File: config.mk
export PLATFORM = sky130hd
export DESIGN_NAME = inst_fetch
export DESIGN_NICKNAME = d
export VERILOG_FILES = /design/src/rtl/inst_fetch_pkg.sv /design/src/rtl/inst_fetch_fifo.sv /design/src/rtl/inst_fetch.sv
export SDC_FILE = /design/constraint.sdc
export NUM_CORES = 1
export LEC_CHECK = 0
export CAP_MARGIN = 10
export CORE_ASPECT_RATIO = 1.2
export CORE_MARGIN = 10
export CORE_UTILIZATION = 45
export CTS_CLUSTER_SIZE = 40
export DETAILED_ROUTE_END_ITERATION = 10
export GPL_TIMING_DRIVEN = 0
export PLACE_DENSITY = 0.72
export RECOVER_POWER = 50
export SLEW_MARGIN = 30
export SYNTH_ARGS = -nofsm -noshare
export SYNTH_HDL_FRONTEND = slang
export SYNTH_SLANG_ARGS = --single-unit
File: constraint.sdc
create_clock -name clk -period 18.7 [get_ports clk]
set_input_delay 1.87 -clock clk [delete_from_list [all_inputs] [get_ports clk]]
set_output_delay 1.87 -clock clk [all_outputs]
set_load 0.05 [all_outputs]
File: src/rtl/inst_fetch_pkg.sv
// Shared fetch-stage definitions: data widths, NOP encoding, reset PC and the buffer entry layout.
package inst_fetch_pkg;

  localparam int unsigned INST_WIDTH      = 32;
  localparam int unsigned INST_ADDR_WIDTH = 32;

  localparam logic [INST_WIDTH-1:0]      INST_NOP         = 32'h0000_0013;
  localparam logic [INST_ADDR_WIDTH-1:0] RESET_PC_DEFAULT = 32'h0000_0000;

  typedef struct packed {
    logic [INST_WIDTH-1:0]      inst;
    logic [INST_ADDR_WIDTH-1:0] pc;
  } fetch_entry_t;

  function automatic logic [INST_ADDR_WIDTH-1:0] align_word(input logic [INST_ADDR_WIDTH-1:0] addr);
    return {addr[INST_ADDR_WIDTH-1:2], 2'b00};
  endfunction

endpackage

File: src/rtl/inst_fetch_fifo.sv
// fetch_fifo: small circular instruction buffer holding {inst, pc}; flush wins over push and pop.
module fetch_fifo
  import inst_fetch_pkg::*;
#(
  parameter int unsigned DEPTH = 2
) (
  input  logic                     clk,
  input  logic                     rst,
  input  logic                     push,
  input  logic                     pop,
  input  logic                     flush,
  input  fetch_entry_t             wr_entry,
  output fetch_entry_t             head,
  output logic                     head_valid,
  output logic [$clog2(DEPTH):0]   count
);

  localparam int unsigned PW = $clog2(DEPTH);

  fetch_entry_t   mem_q [DEPTH];
  fetch_entry_t   mem_d [DEPTH];
  logic [PW-1:0]  rd_ptr_q, rd_ptr_d;
  logic [PW-1:0]  wr_ptr_q, wr_ptr_d;
  logic [PW:0]    count_q, count_d;

  always_comb begin
    mem_d    = mem_q;
    rd_ptr_d = rd_ptr_q;
    wr_ptr_d = wr_ptr_q;
    count_d  = count_q;
    if (flush) begin
      rd_ptr_d = '0;
      wr_ptr_d = '0;
      count_d  = '0;
    end else begin
      if (push) begin
        mem_d[wr_ptr_q] = wr_entry;
        wr_ptr_d        = wr_ptr_q + {{(PW-1){1'b0}}, 1'b1};
      end
      if (pop) begin
        rd_ptr_d = rd_ptr_q + {{(PW-1){1'b0}}, 1'b1};
      end
      count_d = count_q + {{PW{1'b0}}, push} - {{PW{1'b0}}, pop};
    end
  end

  always_ff @(posedge clk) begin
    mem_q <= mem_d;
    if (rst) begin
      rd_ptr_q <= '0;
      wr_ptr_q <= '0;
      count_q  <= '0;
    end else begin
      rd_ptr_q <= rd_ptr_d;
      wr_ptr_q <= wr_ptr_d;
      count_q  <= count_d;
    end
  end

  assign head       = mem_q[rd_ptr_q];
  assign head_valid = (count_q != '0);
  assign count      = count_q;

endmodule

File: src/rtl/inst_fetch.sv
// inst_fetch: PC/request generation with redirect handling, feeding fetch_fifo toward decode.
// Optional FETCH_MISALIGN_CHECK_EN: misaligned redirects are ignored and flagged on misalign_o.
module inst_fetch
  import inst_fetch_pkg::*;
#(
  parameter logic [INST_ADDR_WIDTH-1:0] RESET_PC  = RESET_PC_DEFAULT,
  parameter int unsigned                BUF_DEPTH = 2
) (
  input  logic                       clk,
  input  logic                       rst,
  output logic [INST_ADDR_WIDTH-1:0] inst_addr_o,
  output logic                       inst_req_o,
  input  logic [INST_WIDTH-1:0]      inst_i,
  input  logic                       jump_en_i,
  input  logic [INST_ADDR_WIDTH-1:0] jump_addr_i,
  input  logic                       id_ready_i,
  output logic                       id_valid_o,
  output logic [INST_WIDTH-1:0]      id_inst_o,
  output logic [INST_ADDR_WIDTH-1:0] id_pc_o,
  output logic                       misalign_o
);

  localparam int unsigned CW = $clog2(BUF_DEPTH) + 1;

  logic [INST_ADDR_WIDTH-1:0] pc_q, pc_d;
  logic [INST_ADDR_WIDTH-1:0] resp_pc_q, resp_pc_d;
  logic                       inflight_q, inflight_d;
  logic                       misalign_q, misalign_d;

  logic                       redirect;
  logic [INST_ADDR_WIDTH-1:0] target;
  logic                       head_vld, pop, req;
  logic [CW-1:0]              count;
  int unsigned                occupancy;
  fetch_entry_t               head, wr_entry;

  always_comb begin
`ifdef FETCH_MISALIGN_CHECK_EN
    redirect   = jump_en_i & (jump_addr_i[1:0] == 2'b00);
    target     = jump_addr_i;
    misalign_d = misalign_q | (jump_en_i & (jump_addr_i[1:0] != 2'b00));
`else
    redirect   = jump_en_i;
    target     = align_word(jump_addr_i);
    misalign_d = 1'b0;
`endif
    pop = head_vld & id_ready_i & ~rst;
    // The pending response already owns a slot, so it counts against capacity.
    occupancy = 32'(count) + 32'(inflight_q) - 32'(pop);
    req       = ~rst & ~redirect & (occupancy < BUF_DEPTH);

    pc_d       = pc_q;
    resp_pc_d  = resp_pc_q;
    inflight_d = req;
    if (redirect) begin
      pc_d = target;
    end else if (req) begin
      pc_d      = pc_q + 32'd4;
      resp_pc_d = pc_q;
    end

    wr_entry.inst = inst_i;
    wr_entry.pc   = resp_pc_q;
  end

  always_ff @(posedge clk) begin
    if (rst) begin
      pc_q       <= RESET_PC;
      resp_pc_q  <= '0;
      inflight_q <= 1'b0;
      misalign_q <= 1'b0;
    end else begin
      pc_q       <= pc_d;
      resp_pc_q  <= resp_pc_d;
      inflight_q <= inflight_d;
      misalign_q <= misalign_d;
    end
  end

  // Redirect flushes the buffer, which also drops the response arriving this cycle.
  fetch_fifo #(
    .DEPTH (BUF_DEPTH)
  ) u_fifo (
    .clk        (clk),
    .rst        (rst),
    .push       (inflight_q),
    .pop        (pop),
    .flush      (redirect),
    .wr_entry   (wr_entry),
    .head       (head),
    .head_valid (head_vld),
    .count      (count)
  );

  always_comb begin
    inst_addr_o = rst ? RESET_PC : pc_q;
    inst_req_o  = req;
    id_valid_o  = head_vld & ~rst;
    id_inst_o   = (head_vld & ~rst) ? head.inst : INST_NOP;
    id_pc_o     = (head_vld & ~rst) ? head.pc : '0;
    misalign_o  = misalign_q & ~rst;
  end

endmodule

Word-level counts from Yosys, hierarchy flattened
Index checks and enable logic that the tools add are counted.
{"block": "word_totals", "reg_bits": 197, "latch_bits": 0, "ramBits": 0, "rom_bits": 0, "word_cells": 48, "n_memories": 0}
{"block": "classes", "add_sub_neg": 7, "multipliers": 0, "div_mod_pow": 0, "n_lt_le_gt_ge": 4, "n_eq_ne": 0, "shift": 0, "n_mux": 11, "n_bitwise": 9, "reduce_logical": 6}
{"cell": "64-bit 2-to-1 mux", "n": 4}
{"cell": "32-bit 2-to-1 mux", "n": 5}
{"cell": "128-bit bitwise mux", "n": 1}
{"cell": "64-bit demux with 1-bit select", "n": 1}
{"cell": "32-bit by 3-bit adder with 32-bit output, second input constant", "n": 1}
{"cell": "32-bit by 2-bit less-than comparator with 1-bit output, second input constant", "n": 1}
{"cell": "1-bit AND", "n": 5}
{"cell": "2-bit greater-or-equal comparator, second input constant", "n": 2}
{"cell": "1-bit inverter with 2-bit output", "n": 2}
{"cell": "2-bit AND reduction", "n": 2}
{"cell": "2-bit nonzero test", "n": 2}
{"cell": "3-bit by 1-bit subtractor with 4-bit output", "n": 1}
{"cell": "2-bit by 1-bit adder with 3-bit output", "n": 1}
{"cell": "1-bit adder, second input constant", "n": 2}
{"cell": "2-bit by 1-bit adder with 2-bit output", "n": 1}
{"cell": "2-bit by 1-bit less-than comparator with 1-bit output, second input constant", "n": 1}
{"cell": "1-bit inverter", "n": 2}
{"cell": "2-bit OR reduction", "n": 1}
{"cell": "2-bit by 1-bit subtractor with 2-bit output", "n": 1}
{"cell": "1-bit logical AND", "n": 1}

Logic depth before layout (Yosys ltp)
Gate-level depths: netlist of run 1.
{"block": "logic_depth", "word_depth": 8, "mapped_depth": 16, "depth_no_buf": 14}

Modules after synthesis
Synthesis of run 1 repeated with hierarchy kept, for this count alone.
{"block": "hier_totals", "hier_cells": 700, "area_unflattened_um2": 8628.3}
{"mod": "fetch_fifo", "instances": 1, "cells_per_inst": 217, "area_each_um2": 5039.8, "seq_area_each_um2": 3923.8}
{"mod": "inst_fetch", "instances": 1, "cells_per_inst": 483, "area_each_um2": 3588.4, "seq_area_each_um2": 1221.2}

Worst setup path after synthesis of run 1
No wires, ideal clock.
{"block": "synth_path", "path_kind": "input-to-reg", "startpoint": "input port jump_en_i", "endpoint": "register u_fifo.mem_q[100] (netlist name), enable pin", "setup_time_ps": 571, "t_arrival_ps": 6833, "required_ps": 18129, "path_slack_ps": 11296, "stages": 3, "cell_sequence": "clkbuf_1 -> clkbuf_1 -> nor3b_1"}
{"block": "synth_between", "elab_chain_cells": 2}
{"element": "from (decl)", "line": "inst_fetch.sv:14", "text": "input logic jump_en_i,"}
{"element": "1-bit inverter (no source line)"}
{"element": "2-bit AND reduction (no source line)"}
{"element": "to (signal assigned)", "line": "inst_fetch_fifo.sv:48", "text": "mem_q <= mem_d;"}
{"element": "to (decl)", "line": "inst_fetch_fifo.sv:20", "text": "fetch_entry_t mem_q [DEPTH];"}
Every way passes these cells.
A chain may end at the register's enable or synchronous reset.

Worst setup path after layout of run 1
{"block": "layout_path", "startpoint": "input port rst", "endpoint": "output port inst_req_o"}
{"block": "layout_between", "elab_chain_cells": 5, "word_cells_on_any_way": 6}
{"element": "from (decl)", "line": "inst_fetch.sv:10", "text": "input logic rst,"}
{"element": "1-bit inverter"}
{"element": "1-bit AND", "line": "inst_fetch.sv:47", "text": "pop = head_vld & id_ready_i & ~rst;"}
{"element": "named net pop", "line": "inst_fetch.sv:32", "text": "logic head_vld, pop, req;"}
{"element": "3-bit by 1-bit subtractor with 4-bit output", "line": "inst_fetch.sv:49", "text": "occupancy = 32'(count) + 32'(inflight_q) - 32'(pop);"}
{"element": "32-bit by 2-bit less-than comparator with 1-bit output", "line": "inst_fetch.sv:50", "text": "req = ~rst & ~redirect & (occupancy < BUF_DEPTH);"}
{"element": "1-bit AND", "line": "inst_fetch.sv:50"}
{"element": "to (decl)", "line": "inst_fetch.sv:12", "text": "output logic inst_req_o,"}
The timed path passes the listed nets, and every way through them passes these cells.

==> run_results.csv, run 1 <==
group,metric,value,unit
status,status,"complete, but fails checks",
status,violations,"capacitance limit, slew limit",
clock_tree,clk_latency,0.43,ns
route,via_per_inst,5.199,
clock_tree,numCtsBuffers,17,
clock_tree,cts_tree,"built",
setup_path,crit_fanout,10,
route,vias,5838,
die,initial_core_util,45.73,%
logic_synthesis,seq_area_frac_synth,62.77,%
die,num_rows,53,
cells_and_area,nets,963,
hold_path,min_from,"resp_pc_q[8]$_SDFFE_PP0P_",
cells_and_area,multi_input_area,2708,µm²
hold_path,min-delay-path-class,"reg -> reg",
global_routing,grt_use_total,17.01,%
global_routing,grt-ovfl-total,0,
logic_synthesis,synthSimpleGateAreaFrac,15.79,%
cells_and_area,final_cell_mix,"clkdlybuf4s50_1 (125), edfxtp_1 (124), nand2_1 (97), nor2_1 (75), dfxtp_1 (65)",
clock_tree,ctsResizeCount,0,
route,drc,0,
logic_synthesis,synth_xor_area_share,0.6565,%
setup_path,crit_required,16.83,ns
clock_tree,cts_setup_buffers,0,
sta,slew_violations,34,
setup_path,worstSetupPathType,"in -> out",
setup_path,path_cells,"dlygate4sd3_1 -> o21bai_1 -> inv_1 -> and2_0 -> ha_1 -> inv_1 -> ha_1 -> inv_1 -> fa_1 -> or3b_1 -> or3_4 -> clkinv_4 -> buf_8 -> buf_2 -> clkdlybuf4s50_1",
cells_and_area,fillCellCount,1479,
clock_tree,clock-sinks,189,
cells_and_area,regArea,5025,µm²
die,dieArea,23550,µm²
sta,finalCriticalPeriod,8.436,ns
setup_path,reg2reg_depth,15,
pwr,vdd_drop_max,66.30,µV
logic_synthesis,synth_edf_count,124,
hold_path,hold-path-endpoint,"u_fifo.mem_q[72]$_DFFE_PP_",
logic_synthesis,yosys_warnings,0,
logic_synthesis,synth_top_family_by_area,"simple AND/OR/NAND/NOR gates",
sta,finalCritPeriodShare,45.11,%
hold_path,whs_path_depth,0,
logic_synthesis,yosys_register_bits,189,
logic_synthesis,synth_adder_area_share,1.032,%
setup_path,worstSetupStartpoint,"rst",
clock_tree,cts_buffer_depth,2,
die,die_h,166.1,µm
sta,setup_violations,0,
run,cap_violations,1,
setup_path,start_kind,"primary input",
logic_synthesis,synthMuxAreaShare,8.503,%
setup_path,critPathSlowestCell,"clkdlybuf4s50_1",
route,drt_wl_total,20310,µm
setup_path,cpMostUsedCell,"inv_1",
sta,hold_viol,0,
setup_path,cp.arrival,6.57,ns
global_routing,antenna_found_initial,1,
cells_and_area,final_common_cell,"clkdlybuf4s50_1",
logic_synthesis,synthCells,697,
die,core,17510,µm²
setup_path,timing.rr.start,"u_fifo.count[1]$_SDFF_PP0_",
clock_tree,cts_max_level,4,
placement,dpl.hpwl,15100,µm
setup_path,end_kind,"primary output",
pwr,power_density,86.27,nW/µm²
logic_synthesis,synth_compound_area_share,7.612,%
sta,rsz0062_at_grt,"no",
setup_path,path_delay_family,"buffers and inverters",
route,ant_nets,0,
setup_path,ff2ff_setup_slack,14.40,ns
placement,gp_congestion,0.9391,
global_routing,grt_max_degree,35,
cells_and_area,syn_to_final_growth,31.60,%
placement,place_area,9996,µm²
die,die_w,141.8,µm
sta,skew,0.006515,ns
cells_and_area,final_cell_area,10540,µm²
logic_synthesis,synth_cell_types,54,
placement,io_buffer_count,159,
sta,max_freq,0.1185,GHz
route,wl_per_cell,18.09,µm
logic_synthesis,yosys_most_used_dff,"edfxtp_1",
logic_synthesis,avgSynthCellArea,11.49,µm²
clock_tree,clkTransAtPathRegs,0.07,ns
cells_and_area,final_core_util,60.18,%
logic_synthesis,syn_area,8005,µm²
route,firstDrtPassIters,7,
setup_path,r2r-end,"pc_q[2]$_SDFFE_PP0P_",
die,num_io_pins,167,
global_routing,first_global_vias,5843,
setup_path,cp_slowest_stage_delay,0.84,ns
clock_tree,cts_hold_buf,0,
pwr,p_leak,3.487,nW
route,drt_iter0_markers,329,
setup_path,path_buf_inv,8,
cells_and_area,layout-drive-gt1-share,6.430,%
logic_synthesis,ys_async_sr_fraction,0,%
sta,tns,0,ns
sta,tightestPinTransition,1.679,ns
sta,max_slew_margin,-11.90,%
global_routing,grt_pass1_wl,31630,µm
clock_tree,root_buffer,"clkbuf_16",
[area by class of cell]
class	count	area share (%)
Antenna cell	1	0.02375
Buffer	50	2.257
Clock buffer	18	4.276
Clock inverter	14	1.235
Inverter	12	0.4751
Multi-Input combinational cell	450	25.70
Sequential cell	189	47.70
Tap cell	220	2.613
Timing Repair Buffer	169	15.72
[worst max-delay path by stage]
stage                                        endpoint  slack, ns  cells past startpoint
after global placement    u_fifo.mem_q[119]$_DFFE_PP_       8.07                      4
after CTS                                  inst_req_o      10.37                     15
after detailed placement                   inst_req_o      10.38                     15
after floorplan           u_fifo.mem_q[100]$_DFFE_PP_      11.30                      3
final                                      inst_req_o      10.26                     15
after global routing                       inst_req_o      10.08                     15
[per-layer routing]
| metal | GRT usage (%) | vias to the layer above | share of wire, % |
|---|---|---|---|
| met2 | 28.42 | 205 | 51 |
| li1 | - | 2862 | - |
| met3 | 4.005 | 27 | 6.4 |
| met4 | 8.278 | 0 | 2.3 |
| met5 | 0 | - | 0 |
| met1 | 19.95 | 2744 | 41 |
[report_power, final]
group / switching, mW / internal (mW) / total [mW]
clock network: 0.160 / 0.194 / 0.354
registers: 0.00967 / 0.455 / 0.465
logic: 0.0552 / 0.0346 / 0.0898
[flip-flops by register name, indices dropped and copies added, names as in the netlist]
register and cells:
pc_q 30, u_fifo.count 2, inflight_q 1, u_fifo.mem_q 124
u_fifo.wr_ptr_q 1, u_fifo.rd_ptr_q 1, resp_pc_q 30
[metrics by stage]
step | total power, mW | std cells | worst slack [ns] | hold WS [ns]
global route | 0.9386 | 1123 | 10.08 | 0.4726
CTS | 0.9174 | 1122 | 10.37 | 0.4567
global placement | 0.5638 | 1080 | 8.065 | 0.4323
floorplan | 0.5251 | 701 | 11.30 | 0.4254
finish | 0.9089 | 1123 | 10.26 | 0.4577
detailed placement | 0.5660 | 1090 | 10.38 | 0.4388
[logic make-up after synthesis]
kind of cell	Yosys count
AND/OR/NAND/NOR	264
flip-flops	189
AO/OA/AOI/OAI	102
multiplexers	67
buffers and inverters	62
adder cells (fa/ha/maj)	6
XOR/XNOR	6
other	1
[synthesized netlist by cell type, types with 3 or more instances]
library cell / n / area, µm²
a21oi_1: 49 / 245.2
a22oi_1: 4 / 30.03
a2bb2oi_1: 3 / 26.28
a31oi_1: 13 / 81.33
a32oi_1: 3 / 26.28
a41oi_1: 3 / 26.28
and2_1: 6 / 37.54
and3_1: 5 / 31.28
and4_1: 3 / 26.28
buf_2: 4 / 20.02
buf_4: 7 / 52.55
clkbuf_1: 35 / 131.4
dfxtp_1: 65 / 1301
edfxtp_1: 124 / 3724
ha_1: 5 / 62.56
inv_1: 11 / 41.29
mux2i_1: 62 / 620.6
nand2_1: 97 / 364.1
nand3_1: 11 / 55.05
nand4_1: 12 / 75.07
nor2_1: 75 / 281.5
nor2b_1: 28 / 175.2
nor3_1: 10 / 50.05
o211ai_1: 4 / 30.03
o21ai_0: 12 / 60.06
o31a_1: 3 / 26.28
or3_1: 5 / 31.28
xnor2_1: 5 / 43.79
No activity file was read; power rests on OpenSTA's default activity.
==> inputs of run 2 (changes only) <==
- clock period: 18.7 -> 8 ns (I/O delays scaled with it)
==> results of run 2 <==
Same layout as run 1 (identical final DEF). Status: complete, but fails checks: capacitance limit, slew limit.
Main changes from that run: setup slack after placement 10.38 ns -> 1.823 ns; setup slack after layout 10.26 ns -> 1.705 ns; register-to-register setup slack 14.40 ns -> 3.70 ns; total power 0.9089 mW -> 2.125 mW; worst IR drop on VDD 66.30 µV -> 155.0 µV
